==> src/rtl/if_fetch_stage_if.sv <==
// Instruction-memory request/response bus: one outstanding req/gnt fetch, rvalid/rdata return.
interface if_fetch_stage_if;
    logic        req;
    logic [31:0] addr;
    logic        gnt;
    logic        rvalid;
    logic [31:0] rdata;

    modport master (output req, addr, input gnt, rvalid, rdata);
    modport slave  (input req, addr, output gnt, rvalid, rdata);
endinterface

==> src/rtl/if_fetch_stage.sv <==
// RISC-V instruction fetch: one-outstanding imem fetch, registered {if_pc, if_instr, if_valid}.
// Latency: instruction on if_* one cycle after rvalid; decode stall absorbed by a one-entry skid.
module if_fetch_stage #(
    parameter logic [31:0] RESET_PC  = 32'h0000_0000,
    parameter logic [31:0] NOP_INSTR = 32'h0000_0013
) (
    input  logic                   clk,
    input  logic                   rst,
    input  logic                   stall,
    input  logic                   redirect,
    input  logic [31:0]            redirect_pc,
    if_fetch_stage_if.master       imem,
    output logic [31:0]            if_pc,
    output logic [31:0]            if_instr,
    output logic                   if_valid
);
    typedef enum logic [1:0] {S_REQ, S_WAIT, S_DRAIN, S_HOLD} state_t;

    state_t      state, state_nxt;
    logic [31:0] pc, pc_nxt;
    logic [31:0] req_pc, req_pc_nxt;
    logic [31:0] skid_pc, skid_pc_nxt;
    logic [31:0] skid_instr, skid_instr_nxt;
    logic [31:0] if_pc_nxt, if_instr_nxt;
    logic        if_valid_nxt;
    logic [31:0] redir_target;
    logic        can_load;

    assign redir_target = {redirect_pc[31:2], 2'b00};
    assign can_load     = !if_valid || !stall;
    assign imem.req     = (state == S_REQ) && !rst;
    assign imem.addr    = pc;

    always_comb begin
        state_nxt      = state;
        pc_nxt         = pc;
        req_pc_nxt     = req_pc;
        skid_pc_nxt    = skid_pc;
        skid_instr_nxt = skid_instr;
        if_pc_nxt      = if_pc;
        if_instr_nxt   = if_instr;
        if_valid_nxt   = if_valid;

        // Nothing new loaded: bubble if decode drains, otherwise freeze.
        if (!stall) begin
            if_valid_nxt = 1'b0;
            if_instr_nxt = NOP_INSTR;
        end

        case (state)
            S_REQ: begin
                if (redirect) begin
                    pc_nxt = redir_target;
                    if (imem.gnt) state_nxt = S_DRAIN;
                end else if (imem.gnt) begin
                    req_pc_nxt = pc;
                    pc_nxt     = pc + 32'd4;
                    state_nxt  = S_WAIT;
                end
            end
            S_WAIT: begin
                if (imem.rvalid) begin
                    state_nxt = S_REQ;
                    if (redirect) begin
                        pc_nxt = redir_target;
                    end else if (can_load) begin
                        if_pc_nxt    = req_pc;
                        if_instr_nxt = imem.rdata;
                        if_valid_nxt = 1'b1;
                    end else begin
                        skid_pc_nxt    = req_pc;
                        skid_instr_nxt = imem.rdata;
                        state_nxt      = S_HOLD;
                    end
                end else if (redirect) begin
                    pc_nxt    = redir_target;
                    state_nxt = S_DRAIN;
                end
            end
            S_DRAIN: begin
                if (redirect)    pc_nxt    = redir_target;
                if (imem.rvalid) state_nxt = S_REQ;
            end
            S_HOLD: begin
                if (redirect) begin
                    pc_nxt    = redir_target;
                    state_nxt = S_REQ;
                end else if (!stall) begin
                    if_pc_nxt    = skid_pc;
                    if_instr_nxt = skid_instr;
                    if_valid_nxt = 1'b1;
                    state_nxt    = S_REQ;
                end
            end
            default: state_nxt = S_REQ;
        endcase

        // A flush beats both stall and any load above.
        if (redirect) begin
            if_valid_nxt = 1'b0;
            if_instr_nxt = NOP_INSTR;
        end
    end

    always_ff @(posedge clk) begin
        if (rst) begin
            state      <= S_REQ;
            pc         <= RESET_PC;
            req_pc     <= 32'd0;
            skid_pc    <= 32'd0;
            skid_instr <= NOP_INSTR;
            if_pc      <= 32'd0;
            if_instr   <= NOP_INSTR;
            if_valid   <= 1'b0;
        end else begin
            state      <= state_nxt;
            pc         <= pc_nxt;
            req_pc     <= req_pc_nxt;
            skid_pc    <= skid_pc_nxt;
            skid_instr <= skid_instr_nxt;
            if_pc      <= if_pc_nxt;
            if_instr   <= if_instr_nxt;
            if_valid   <= if_valid_nxt;
        end
    end
endmodule
==> src/flat_wrapper.sv <==
// flat-port wrapper written by rule: the top's interface ports become plain ports
module if_fetch_stage_flat 
#(
    parameter logic [31:0] RESET_PC  = 32'h0000_0000,
    parameter logic [31:0] NOP_INSTR = 32'h0000_0013
)
  (clk, rst, stall, redirect, redirect_pc, if_pc, if_instr, if_valid, imem_req, imem_addr, imem_gnt, imem_rvalid, imem_rdata);
  if_fetch_stage_if imem_i ();
  input  logic clk;
  input  logic rst;
  input  logic stall;
  input  logic redirect;
  input  logic [31:0] redirect_pc;
  output logic [31:0] if_pc;
  output logic [31:0] if_instr;
  output logic if_valid;
  output wire logic [$bits(imem_i.req)-1:0] imem_req;
  output wire logic [$bits(imem_i.addr)-1:0] imem_addr;
  input wire logic [$bits(imem_i.gnt)-1:0] imem_gnt;
  input wire logic [$bits(imem_i.rvalid)-1:0] imem_rvalid;
  input wire logic [$bits(imem_i.rdata)-1:0] imem_rdata;
  assign imem_req = imem_i.req;
  assign imem_addr = imem_i.addr;
  assign imem_i.gnt = imem_gnt;
  assign imem_i.rvalid = imem_rvalid;
  assign imem_i.rdata = imem_rdata;
  if_fetch_stage #(.RESET_PC(RESET_PC), .NOP_INSTR(NOP_INSTR)) u_core (.clk(clk), .rst(rst), .stall(stall), .redirect(redirect), .redirect_pc(redirect_pc), .imem(imem_i), .if_pc(if_pc), .if_instr(if_instr), .if_valid(if_valid));
endmodule
==> config.mk <==
export PLATFORM = sky130hd
export DESIGN_NAME = if_fetch_stage_flat
export DESIGN_NICKNAME = d
export VERILOG_FILES = /design/src/rtl/if_fetch_stage_if.sv /design/src/rtl/if_fetch_stage.sv /design/src/flat_wrapper.sv
export SDC_FILE = /design/constraint.sdc
export NUM_CORES = 1
export LEC_CHECK = 0
export BUFFER_PORTS_ARGS = -buffer_cell sky130_fd_sc_hd__buf_2
export CAP_MARGIN = 15
export CORE_MARGIN = 1.5
export CORE_UTILIZATION = 50
export CTS_BUF_LIST = sky130_fd_sc_hd__clkbuf_2 sky130_fd_sc_hd__clkbuf_4 sky130_fd_sc_hd__clkbuf_8
export CTS_CLUSTER_DIAMETER = 100
export DETAILED_ROUTE_END_ITERATION = 8
export GPL_TIMING_DRIVEN = 0
export PLACE_DENSITY = 0.82
export REMOVE_ABC_BUFFERS = 1
export SETUP_SLACK_MARGIN = 0.1
export SYNTH_ARGS = -nofsm -noshare
export SYNTH_HDL_FRONTEND = slang
export SYNTH_SLANG_ARGS = --single-unit
==> constraint.sdc <==
create_clock -name clk -period 2.9 [get_ports clk]
set_input_delay 0 -clock clk [delete_from_list [all_inputs] [get_ports clk]]
set_output_delay 0 -clock clk [all_outputs]
set_load 0.01 [all_outputs]
# ---- Word level (Yosys, flattened, before mapping)
# Cells that the tools add are included.
dict set report classes {
  n_eq_ne 14
  bitwise_logic 2
  n_reduce_logical 14
  n_mux 31
  n_addsub 1
}
# operator count
set op_table {}
lappend op_table {{2-to-1 mux 32 bit} 12}
lappend op_table {{one-hot mux 32 bit (2 select lines)} 3}
lappend op_table {{adder 32 x 3 -> 32 bit (second input constant)} 1}
lappend op_table {{2-to-1 mux 2 bit} 10}
lappend op_table {{inequality test 2 bit (second input constant)} 6}
lappend op_table {{inequality test 3 bit (second input constant)} 3}
lappend op_table {{one-hot mux 2 bit (4 select lines)} 1}
lappend op_table {{AND reduction 4 bit} 2}
lappend op_table {{AND reduction 6 bit} 1}
lappend op_table {{equality test 2 bit (second input constant)} 2}
lappend op_table {{2-to-1 mux 1 bit} 4}
lappend op_table {{inequality test 2 x 1 -> 1 bit (second input constant)} 2}
lappend op_table {{zero test 1 bit} 3}
lappend op_table {{AND reduction 3 bit} 1}
lappend op_table {{OR reduction 3 bit} 1}
lappend op_table {{equality test 2 x 1 -> 1 bit (second input constant)} 1}
lappend op_table {{zero test 2 bit} 1}
lappend op_table {{NOT 1 bit} 2}
lappend op_table {{one-hot mux 1 bit (2 select lines)} 1}
lappend op_table {{AND reduction 2 bit} 1}
lappend op_table {{nonzero test 2 bit} 1}
lappend op_table {{OR reduction 2 bit} 1}
lappend op_table {{logical AND 1 bit} 1}
lappend op_table {{logical OR 1 bit} 1}
dict set report totals {
  wordCells 70
  register_bits 195
}

# ---- Longest topological paths before layout
# Gate-level depths: netlist (run 1).
dict set report logic_depth {
  word_depth 6
  depth_mapped 7
}

# ---- Worst setup path before layout (run 1)
# Ideal clock, no wire load.
dict set report synth_path {
  kind {register -> register}
  start {register u_core.pc[4] (netlist: u_core.imem.addr[4])}
  end {register u_core.pc[17] (netlist: u_core.imem.addr[17])}
  path_stages_with_launch 8
  setup_slack_ns 1.046
  synth_period_minus_slack_ns 1.854
  setup_ns 0.067
  arrival_ns 1.787
  path_cell_list {dfxtp_1 > clkbuf_1 > nand4_1 > or3_1 > buf_2 > or3_1 > a21o_1 > a21oi_2}
}
dict set report synth_between {
  elab_chain_cells 4
}
# element line
set synth_lines {}
lappend synth_lines {{start: declaration} if_fetch_stage.sv:20} ;# logic [31:0] pc, pc_nxt;
lappend synth_lines {{start signal: assignment} if_fetch_stage.sv:117} ;# pc <= pc_nxt;
lappend synth_lines {{adder 32 x 3 -> 32 bit} if_fetch_stage.sv:57} ;# pc_nxt = pc + 32'd4;
lappend synth_lines {{2-to-1 mux 32 bit} if_fetch_stage.sv:55} ;# end else if (imem.gnt) begin
lappend synth_lines {{2-to-1 mux 32 bit} if_fetch_stage.sv:52} ;# if (redirect) begin
lappend synth_lines {{one-hot mux 32 bit (2 select lines)} if_fetch_stage.sv:50} ;# case (state)
# No other way between the ends. The select of a mux whose other input is x is not followed.
# A chain may end at the register's enable or synchronous reset.

# ---- Worst setup path after layout (run 1)
dict set report layout_path {
  start {register u_core.state[0]}
  end {register u_core.skid_instr[13]}
}
dict set report layout_between {
  elab_chain_cells 2
}
# element line
set layout_lines {}
lappend layout_lines {{start: declaration} if_fetch_stage.sv:19} ;# state_t state, state_nxt;
lappend layout_lines {{start signal: assignment} if_fetch_stage.sv:116} ;# state <= state_nxt;
lappend layout_lines {{equality test 2 x 1 -> 1 bit} if_fetch_stage.sv:50}
lappend layout_lines {{AND reduction 4 bit (no line)} --}
lappend layout_lines {{end signal: assignment} if_fetch_stage.sv:120} ;# skid_instr <= skid_instr_nxt;
lappend layout_lines {{end: declaration} if_fetch_stage.sv:23} ;# logic [31:0] skid_instr, skid_instr_nxt;
# No other way between the ends.

==> metrics.csv, run 1 <==
stage,metric,value,unit
status,status,"finished, final reports clean",
yosys,yosys.area.top_type,dfxtp_1,
yosys,ys_ff_latch,187,
die,fp-row-count,45,
die,die_area,0.0163,mm^2
global_routing,grt_max_degree,82,
critical_path,crit_type,register to register,
clocking,cts_buffer_depth,2,
placement,dp_cells,1239,
global_routing,grt-ovfl-total,0,
power_and_ir_drop,p_leak,3.74,nW
clocking,cts_inserted_buffers,17,
yosys,synth-main-ff-cell,dfxtp_1,
critical_path,crit_path_start_kind,register,
finish,synthToLayoutAreaGrowth,27.6,%
global_routing,grt_pass1_vias,7078,
drt,wl,22400,um
yosys,synth_top_area_share,48.3,%
power_and_ir_drop,pwr-share-clk,39.1,%
yosys,synth_edf_count,0,
timing,fin_skew,0.0112,ns
yosys,yosys_warnings,0,
timing,rsz0062_at_grt,no,
yosys,syn_inst,963,
finish,final_common_cell,nand2_1,
global_routing,grtUsageTotal,27.4,%
timing,finalSetupViolCount,0,
power_and_ir_drop,switching_share,24.8,%
critical_path,slowest_stage,or3_2,
critical_path,r2r_slack,0.25,ns
die,die_x,127,um
power_and_ir_drop,power_frac_seq,50.8,%
yosys,async_flop_share,0,%
die,top_level_ports,168,
critical_path,cp.required,3.22,ns
timing,fin_hold_ws,0.0483,ns
timing,period_minus_slack,2.65,ns
clocking,clock-root-buffer,clkbuf_8,
min_path,holdCritPathClass,primary input to register,
timing,hold_viol,0,
finish,drive_gt1_share,19.2,%
drt,drt_pass1_iterations,7,
clocking,cts_tree,done,
timing,report.final.slew_viol_count,0,
clocking,path_clk_slew,0.09,ns
min_path,whs_path_depth,5,
timing,clock.fmax,377,MHz
placement,io_buffers,161,
finish,final_nets,1208,
global_routing,grt_pass1_wl,35500,um
finish,layoutNonFillerInstCount,1336,
placement,place_area,0.00871,mm^2
critical_path,max_stage_delay,0.93,ns
timing,timing.final.crit_share,91.5,%
drt,ant_nets,0,
placement,place_congestion,0.854,
clocking,cts_sinks,187,
timing,fin_ws,0.247,ns
finish,final_area,0.00989,mm^2
die,die_height,127,um
clocking,htreeDepth,4,
clocking,clock_latency,0.46,ns
power_and_ir_drop,combPwrFrac,10.1,%
critical_path,r2r_cells,5,
placement,pre_cts_ws,-0.138,ns
critical_path,crit_arrival,2.97,ns
timing,tightest_slew,1.18,ns
drt,wire_per_inst,16.7,um
power_and_ir_drop,internal_power,4.08,mW
critical_path,crit_fanout,45,
drt,vias,7757,
die,core-area,0.0151,mm^2
global_routing,antenna_found_initial,0,
critical_path,crit_chain,nand3b_1 -> or3_2 -> buf_16 -> nand2_1 -> a21oi_1,
yosys,syn-cell-area,0.00775,mm^2
yosys,yosysUniqueCellTypes,53,
clocking,postCtsSetupRepairBufs,0,
placement,dpl.hpwl,13500,um
drt,viasPerCell,5.81,
job,maxCapViolCount,0,
timing,setup-tns-final,0,ns
die,start_util,51.2,%
critical_path,cp-end-kind,register,
power_and_ir_drop,powerDensity,548,mW/mm^2
drt,drt_iter0_markers,853,
drt,drc,0,
timing,relSlewSlack,21.2,%
yosys,avgSynthCellArea,8.05,um^2
power_and_ir_drop,p_sw,1.34,mW
finish,diodes,0,
power_and_ir_drop,vdd_drop_max,0.000354,V
yosys,ys_top_cells_by_area,"dfxtp_1 48%, nand2_1 11%, a21oi_1 7.1%",
yosys,synth_seq_area_share,48.3,%
finish,mostFrequentLayoutCells,"232 x nand2_1, 185 x dfxtp_1, 160 x buf_2, 109 x a21oi_1, 77 x nor2_1",
## routing by layer
layer  GRT usage (%)  routed length (um)
met4            14.3                 884
met2            43.6               10500
met1            35.2                9240
met3            5.57                1750
met5               0                   0
## worst paths after layout
kind / start / end
setup / recovery: u_core.state[0]$_SDFFE_PP0P_ / u_core.skid_instr[13]$_SDFFE_PP0P_
setup reg to reg: u_core.state[0]$_SDFFE_PP0P_ / u_core.skid_instr[13]$_SDFFE_PP0P_
hold reg to reg: u_core.skid_pc[16]$_SDFFE_PP0P_ / u_core.skid_pc[16]$_SDFFE_PP0P_
hold / removal: imem_rvalid / u_core.state[1]$_SDFFE_PP0P_
## final cells by class
type                       instances  area, um^2
tap                              188         235
fill                            1240        5260
sequential                       187        3750
timing repair buffer             236        1710
inverter                          19        71.3
clock inverter                    12         243
multi-input combinational        676        3640
clock buffer                      18         241
## metrics by stage
| step | power (mW) | util, % |
|---|---|---|
| finish | 5.42 | 65.3 |
| global route | 5.60 | 65.3 |
| CTS | 5.42 | 65.0 |
| detailed placement | 3.27 | 57.5 |
| global placement | 3.24 | 55.8 |
| floorplan | 3.00 | - |
## synth_stat cells, types with 4 or more instances
cell        n
o21a_1      9
xnor2_1     9
nand4_1     9
and4_1      4
a222oi_1   29
dfxtp_1   187
nand2_1   233
nor2b_1     7
a211o_1     4
nor2_1     78
xor2_1      6
buf_2       5
o21ai_0    11
nor4_1      7
inv_1      19
or3_1       5
a21o_1      4
and3_1      5
a21oi_1   110
nor3_1     12
buf_4       4
a311oi_1   33
a211oi_1    8
nand3_1    42
nand3b_1    5
clkbuf_1   72
mux2i_1     4
## state kept, by name (all words and copies together) (netlist names)
signal	flops
u_core.if_instr	32
u_core.req_pc	30
u_core.if_pc	30
u_core.state	2
u_core.skid_pc	30
u_core.imem.addr	30
u_core.skid_instr	32
u_core.if_valid	1
## kinds of logic after synthesis
family / Yosys count / share of synthesized area [%]
adder cells (fa/ha/maj): 1 / 0.161
flip-flops: 187 / 48.3
XOR/XNOR: 15 / 1.70
buffers and inverters: 104 / 5.41
AO/OA/AOI/OAI: 223 / 19.3
other: 1 / 0.0484
AND/OR/NAND/NOR: 428 / 24.6
multiplexers: 4 / 0.517
## worst max-delay path: cells and delay by family (launching register included)
family          cells  cell delay, ns
buf+inv             1            0.32
flops               1            0.71
simple gates        3            1.41
compound gates      1            0.06
## power groups by stage
stage	Clock (mW)	Combinational, mW	Sequential (mW)
3_3_place_gp	0	0.437	2.81
2_1_floorplan	0	0.203	2.79
4_1_cts	2.14	0.536	2.75
6_report	2.12	0.550	2.75
3_5_place_dp	0	0.465	2.81
5_1_grt	2.24	0.598	2.77
## repair_timing
action	in CTS	in global routing
setup endpoints to repair	60	16
hold buffers	64	1
resized for setup	2	2
gates cloned	1	0
pin swaps	1	0
hold endpoints to repair	110	3
No activity file was read; power rests on OpenSTA's default activity.
==> inputs of run 2 (changes only) <==
- CAP_MARGIN: 15 -> 30
- clock period: 2.9 -> 2.95 ns (I/O delays scaled with it)
==> run 2 against run 1 <==
Compared with the run above:
- sequential cell count unchanged
- critical path depth grew 1
- worst hold slack worse by 0.0034 ns
- routed wire length increased by 1.9%
- die area unchanged
- power decreased by 9.2%
- clock skew decreased by 0.0016 ns
- clock power shrank 21%
- first-iteration DRC count shrank 0.47%
- combinational power about the same
- register-to-register slack hardly changed
- critical endpoint is now u_core.if_instr[28]$_SDFF_PP0_
- largest cell class unchanged
- largest power group unchanged
==> metrics.csv, run 2 (synthesis results as in run 1) <==
stage,metric,value,unit
status,status,"finished, final reports clean",
critical_path,crit_fanout,45,
die,die_height,127,um
global_routing,grt_pass1_vias,7067,
timing,period_minus_slack,2.70,ns
global_routing,grt_max_degree,82,
power_and_ir_drop,p_leak,3.69,nW
timing,fin_skew,0.00963,ns
timing,fin_ws,0.251,ns
timing,rsz0062_at_grt,no,
clocking,htreeDepth,4,
timing,clock.fmax,371,MHz
critical_path,crit_arrival,3.08,ns
placement,place_congestion,0.854,
finish,synthToLayoutAreaGrowth,26.5,%
clocking,cts_sinks,187,
drt,drt_iter0_markers,849,
critical_path,cp.required,3.33,ns
finish,regArea,0.00375,mm^2
die,top_level_ports,168,
clocking,path_clk_slew,0.10,ns
power_and_ir_drop,vdd_drop_max,0.000272,V
die,die_x,127,um
critical_path,crit_chain,nand2_1 -> buf_16 -> nor2_2 -> buf_8 -> a222oi_1 -> nor2_1,
critical_path,timing.rr.end,u_core.if_instr[28]$_SDFF_PP0_,
global_routing,grtUsageTotal,27.3,%
clocking,cts_buffer_depth,2,
drt,viasPerCell,5.81,
min_path,hold_start,imem_rvalid,
drt,wl,22800,um
die,core-area,0.0151,mm^2
critical_path,r2r_slack,0.25,ns
critical_path,r2r_cells,6,
job,maxCapViolCount,0,
clocking,clock-root-buffer,clkbuf_8,
critical_path,crit_path_start_kind,register,
clocking,cts_inserted_buffers,17,
finish,diodes,0,
critical_path,cp-end-kind,register,
global_routing,grt-ovfl-total,0,
finish,final_nets,1209,
finish,fill_cells,1245,
finish,mostFrequentLayoutCells,"232 x nand2_1, 185 x dfxtp_1, 160 x buf_2, 109 x a21oi_1, 77 x nor2_1",
finish,final_common_cell,nand2_1,
power_and_ir_drop,powerDensity,502,mW/mm^2
placement,pre_cts_ws,-0.144,ns
clocking,clock_latency,0.45,ns
finish,multi_input_area,0.00364,mm^2
finish,drive_gt1_share,19.4,%
timing,report.final.slew_viol_count,0,
critical_path,max_stage_delay,0.72,ns
drt,vias,7774,
global_routing,antenna_found_initial,0,
critical_path,r2r_start,u_core.state[0]$_SDFFE_PP0P_,
timing,timing.final.crit_share,91.5,%
die,start_util,51.2,%
drt,drc,0,
die,die_area,0.0163,mm^2
critical_path,path_buf_inv,2,
clocking,cts_tree,done,
finish,final_core_util,64.7,%
finish,reg_top3,"u_core.if_instr: 32 flops, u_core.skid_instr: 32 flops",
min_path,hold_end,u_core.state[0]$_SDFFE_PP0P_,
drt,wire_per_inst,17.0,um
timing,tightest_slew,0.946,ns
min_path,whs_path_depth,5,
timing,relSlewSlack,36.8,%
critical_path,slowest_stage,dfxtp_4,
min_path,holdCritPathClass,primary input to register,
die,fp-row-count,45,
critical_path,crit_type,register to register,
placement,io_buffers,161,
placement,dpl.hpwl,13700,um
global_routing,grt_pass1_wl,35700,um
drt,drt_pass1_iterations,9,
critical_path,critical-path-top-delay-family,simple AND/OR/NAND/NOR gates,
timing,hold_viol,0,
clocking,postCtsSetupRepairBufs,0,
timing,finalSetupViolCount,0,
drt,ant_nets,0,
-- run 2: changes by cell type in the layout (fill, tap and decap cells not counted) --
cell,delta
buf_8,+1
bufinv_16,-6
clkbuf_8,+2
clkinv_2,-1
clkinv_4,+2
clkinvlp_4,+5
inv_6,-1
inv_8,+1
nor2_2,+1
nor2_4,-1
-- run 2: cell type report --
type / count / area share, %
multi-input combinational: 676 / 37.1
timing repair buffer: 237 / 17.6
tap: 188 / 2.40
sequential: 187 / 38.3
inverter: 19 / 0.728
clock buffer: 20 / 2.75
clock inverter: 12 / 1.17
-- run 2: worst min-delay path, delay by kind of cell --
kind	cells	cell delay (ns)
and+or+nand+nor	1	0.14
AOI/OAI and AO/OA	2	0.13
buffers and inverters	2	0.18
-- run 2: power breakdown --
part	switching [mW]	internal, mW	total, mW	leakage [nW]
logic	0.304	0.243	0.548	1.99
registers	0.120	2.59	2.71	1.52
clock network	0.936	0.730	1.67	0.183
total	1.36	3.56	4.92	3.69
-- run 2: metal layers --
layer	up-vias	wire [um]	track usage [%]
met2	372	10600	43.3
li1	3711	-	-
met3	73	1650	4.27
met5	-	0	0
met1	3618	9590	36.0
met4	0	905	14.1
-- run 2: worst max path at each step --
| stage | startpoint | to | slack [ns] | depth (start not counted) |
|---|---|---|---|---|
| 2_1_floorplan | u_core.state[0]$_SDFFE_PP0P_ | u_core.state[0]$_SDFFE_PP0P_ | -0.61 | 4 |
| 3_3_place_gp | u_core.state[0]$_SDFFE_PP0P_ | u_core.state[0]$_SDFFE_PP0P_ | -2.74 | 4 |
| 3_5_place_dp | u_core.state[0]$_SDFFE_PP0P_ | u_core.state[0]$_SDFFE_PP0P_ | -0.14 | 6 |
| 4_1_cts | u_core.state[1]$_SDFFE_PP0P_ | u_core.imem.addr[30]$_SDFFE_PP0P_ | 0.18 | 5 |
| 5_1_grt | u_core.state[0]$_SDFFE_PP0P_ | u_core.if_instr[31]$_SDFF_PP0_ | 0.11 | 6 |
| 6_report | u_core.state[0]$_SDFFE_PP0P_ | u_core.if_instr[28]$_SDFF_PP0_ | 0.25 | 6 |
-- run 2: what timing repair did --
action                                 CTS  global route
gates resized for setup                  2             1
gates cloned                             1             0
pin swaps                                1             0
endpoints found under the hold margin  107             1
hold buffers                            64             1
setup endpoints to repair               60             2
-- run 2: stage by stage --
step	total power, mW	instance area [um^2]	instances	hold slack (ns)	setup TNS, ns
floorplan	2.95	7410	881	0.0467	-40.52
global placement	3.19	8450	1230	0.222	-294.36
detailed placement	3.22	8730	1240	0.231	-2.39
CTS	4.91	9770	1337	0.00620	0
global route	5.09	9800	1339	0.0830	0
finish	4.92	9800	1339	0.0449	0
==> inputs of run 3 (changes only) <==
--- a/config.mk
+++ b/config.mk
@@ -8,5 +8,4 @@
 export BUFFER_PORTS_ARGS = -buffer_cell sky130_fd_sc_hd__buf_2
 export CAP_MARGIN = 30
-export CORE_MARGIN = 1.5
 export CORE_UTILIZATION = 50
 export CTS_BUF_LIST = sky130_fd_sc_hd__clkbuf_2 sky130_fd_sc_hd__clkbuf_4 sky130_fd_sc_hd__clkbuf_8
@@ -17,4 +16,5 @@
 export REMOVE_ABC_BUFFERS = 1
 export SETUP_SLACK_MARGIN = 0.1
+export SKIP_CTS_REPAIR_TIMING = 1
 export SYNTH_ARGS = -nofsm -noshare
 export SYNTH_HDL_FRONTEND = slang
==> constraint.sdc (replaced) <==
create_clock -name clk -period 2.95 [get_ports clk]
set_input_delay 0 -clock clk [delete_from_list [all_inputs] [get_ports clk]]
set_output_delay 0 -clock clk [all_outputs]
set_load 0.1 [all_outputs]
==> run 3 against run 2 <==
Compared with the run above:
- the run now ends with DRC, hold timing left
- highest routed layer unchanged
- combinational power is 64% higher
- setup slack better by 0.040 ns
- via count is 1.0% lower
- register-to-register slack better by 0.04 ns
- sequential cell count stayed put
- worst hold slack worse by 0.063 ns
- fmax is 1.5% higher
- die area is 1.6% lower
- power is 12% higher
- non-clock buffer count stayed put
==> metrics.csv, run 3 (synthesis results as in run 1) <==
stage,metric,value,unit
finish,fill_cells,1218,
drt,viasPerCell,5.75,
timing,fin_hold_ws,-0.0183,ns
job,maxCapViolCount,0,
critical_path,crit_type,register to register,
drt,wl_met2,10900,um
critical_path,cp.required,3.34,ns
die,top_level_ports,168,
placement,place_congestion,0.848,
drt,drc,2,
finish,regArea,0.00375,mm^2
finish,final_nets,1208,
drt,routed.top_layer,met4,
critical_path,cp-end-kind,register,
finish,synthToLayoutAreaGrowth,27.3,%
clocking,clock_latency,0.46,ns
power_and_ir_drop,p_total,5.51,mW
finish,mostFrequentLayoutCells,"232 x nand2_1, 185 x dfxtp_1, 160 x buf_2, 109 x a21oi_1, 77 x nor2_1",
global_routing,grt_pass1_wl,33800,um
timing,report.final.slew_viol_count,0,
drt,wire_per_inst,16.8,um
min_path,holdCritPathClass,primary input to register,
timing,fin_skew,0.0117,ns
timing,rsz0062_at_grt,no,
finish,reg_top3,"u_core.if_instr: 32 flops, u_core.skid_instr: 32 flops",
global_routing,grt_max_degree,87,
critical_path,crit_arrival,3.05,ns
timing,hold_viol,1,
clocking,cts_buffer_depth,2,
status,violations,"DRC, hold timing",
finish,layoutNonFillerInstCount,1338,
die,core-area,0.0151,mm^2
timing,timing.final.crit_share,90.1,%
clocking,htreeDepth,4,
timing,tightest_slew,0.976,ns
placement,pre_cts_ws,-0.0206,ns
clocking,cts_tree,done,
die,start_util,51.2,%
die,die_x,126,um
drt,ant_nets,0,
drt,m1WireLength,9310,um
timing,period_minus_slack,2.66,ns
status,status,"complete, but fails checks",
die,die_height,126,um
placement,io_buffers,161,
drt,wl,22400,um
global_routing,grt_pass1_vias,6630,
power_and_ir_drop,p_leak,3.73,nW
critical_path,r2r_slack,0.29,ns
critical_path,crit_fanout,45,
drt,vias,7693,
timing,fin_ws,0.291,ns
finish,multi_input_area,0.00363,mm^2
finish,drive_gt1_share,19.4,%
global_routing,grt-ovfl-total,0,
global_routing,grtUsageTotal,26.6,%
timing,finalSetupViolCount,0,
placement,dpl.hpwl,13900,um
timing,clock.fmax,376,MHz
critical_path,crit_path_start_kind,register,
finish,diodes,0,
critical_path,max_stage_delay,0.71,ns
finish,final_core_util,65.1,%
die,fp-row-count,45,
clocking,cts_sinks,187,
critical_path,critical-path-top-delay-family,simple AND/OR/NAND/NOR gates,
die,die_area,0.0160,mm^2
finish,final_common_cell,nand2_1,
global_routing,antenna_found_initial,0,
power_and_ir_drop,vdd_drop_max,0.000332,V
clocking,clock-root-buffer,clkbuf_8,
clocking,cts_inserted_buffers,17,
timing,relSlewSlack,34.6,%
placement,place_area,0.00877,mm^2
clocking,path_clk_slew,0.09,ns
drt,drt_iter0_markers,964,
critical_path,path_buf_inv,2,
drt,drt_pass1_iterations,9,
placement,dp_cells,1242,
drt,wl_met3,1500,um
finish,final_area,0.00987,mm^2
critical_path,crit_chain,nand2_1 -> buf_16 -> nor2_2 -> buf_8 -> a222oi_1 -> nor2_1,
power_and_ir_drop,powerDensity,558,mW/mm^2
critical_path,slowest_stage,dfxtp_4,
run 3: cell count changes in the layout (fill, tap and decap cells not counted):
cell           before  now
buf_12              1    2
bufinv_16           1    4
clkbuf_4            1    2
clkbuf_8           19   20
clkinv_4            2    0
clkinvlp_4          5    3
dlygate4sd3_1      65   64
inv_8               1    0
nor3_2              3    2
run 3: worst reg2reg max path, delay by kind of cell (launching register included):
| kind | cells | cell delay (ns) |
|---|---|---|
| buffers and inverters | 2 | 0.56 |
| flip-flops | 1 | 0.71 |
| AND/OR/NAND/NOR | 3 | 1.19 |
| AO/OA/AOI/OAI | 1 | 0.14 |
run 3: power by group:
group | total, mW | leakage (nW) | internal [mW] | switching (mW)
clock | 1.91 | 0.222 | 1.01 | 0.896
sequential | 2.70 | 1.52 | 2.59 | 0.118
combinational | 0.897 | 1.99 | 0.242 | 0.655
total | 5.51 | 3.73 | 3.84 | 1.67
run 3: layer usage:
metal / up-vias / global-route usage [%]
li1: 3709 / -
met1: 3594 / 34.3
met2: 329 / 43.9
met3: 61 / 5.48
met4: 0 / 9.99
met5: - / 0
run 3: layout make-up:
class	count	share of cell area [%]
Inverter	19	0.723
Tap cell	188	2.38
Multi-Input combinational cell	675	36.8
Clock buffer	22	2.94
Clock inverter	10	1.64
Timing Repair Buffer	237	17.5
Sequential cell	187	38.0
run 3: final timing paths:
path,from,end,cells after the start
max,u_core.state[0]$_SDFFE_PP0P_,u_core.if_instr[25]$_SDFF_PP0_,6
min,rst,u_core.skid_instr[29]$_SDFFE_PP0P_,2
max reg2reg,u_core.state[0]$_SDFFE_PP0P_,u_core.if_instr[25]$_SDFF_PP0_,6
min reg2reg,u_core.skid_pc[3]$_SDFFE_PP0P_,u_core.skid_pc[3]$_SDFFE_PP0P_,2
run 3: through the flow:
stage	setup TNS [ns]	hold WS (ns)
floorplan	-40.52	0.0624
global placement	-282.35	0.223
detailed placement	-0.0810	0.228
CTS	-0.347	-0.260
global route	0	-0.00235
finish	0	-0.0183
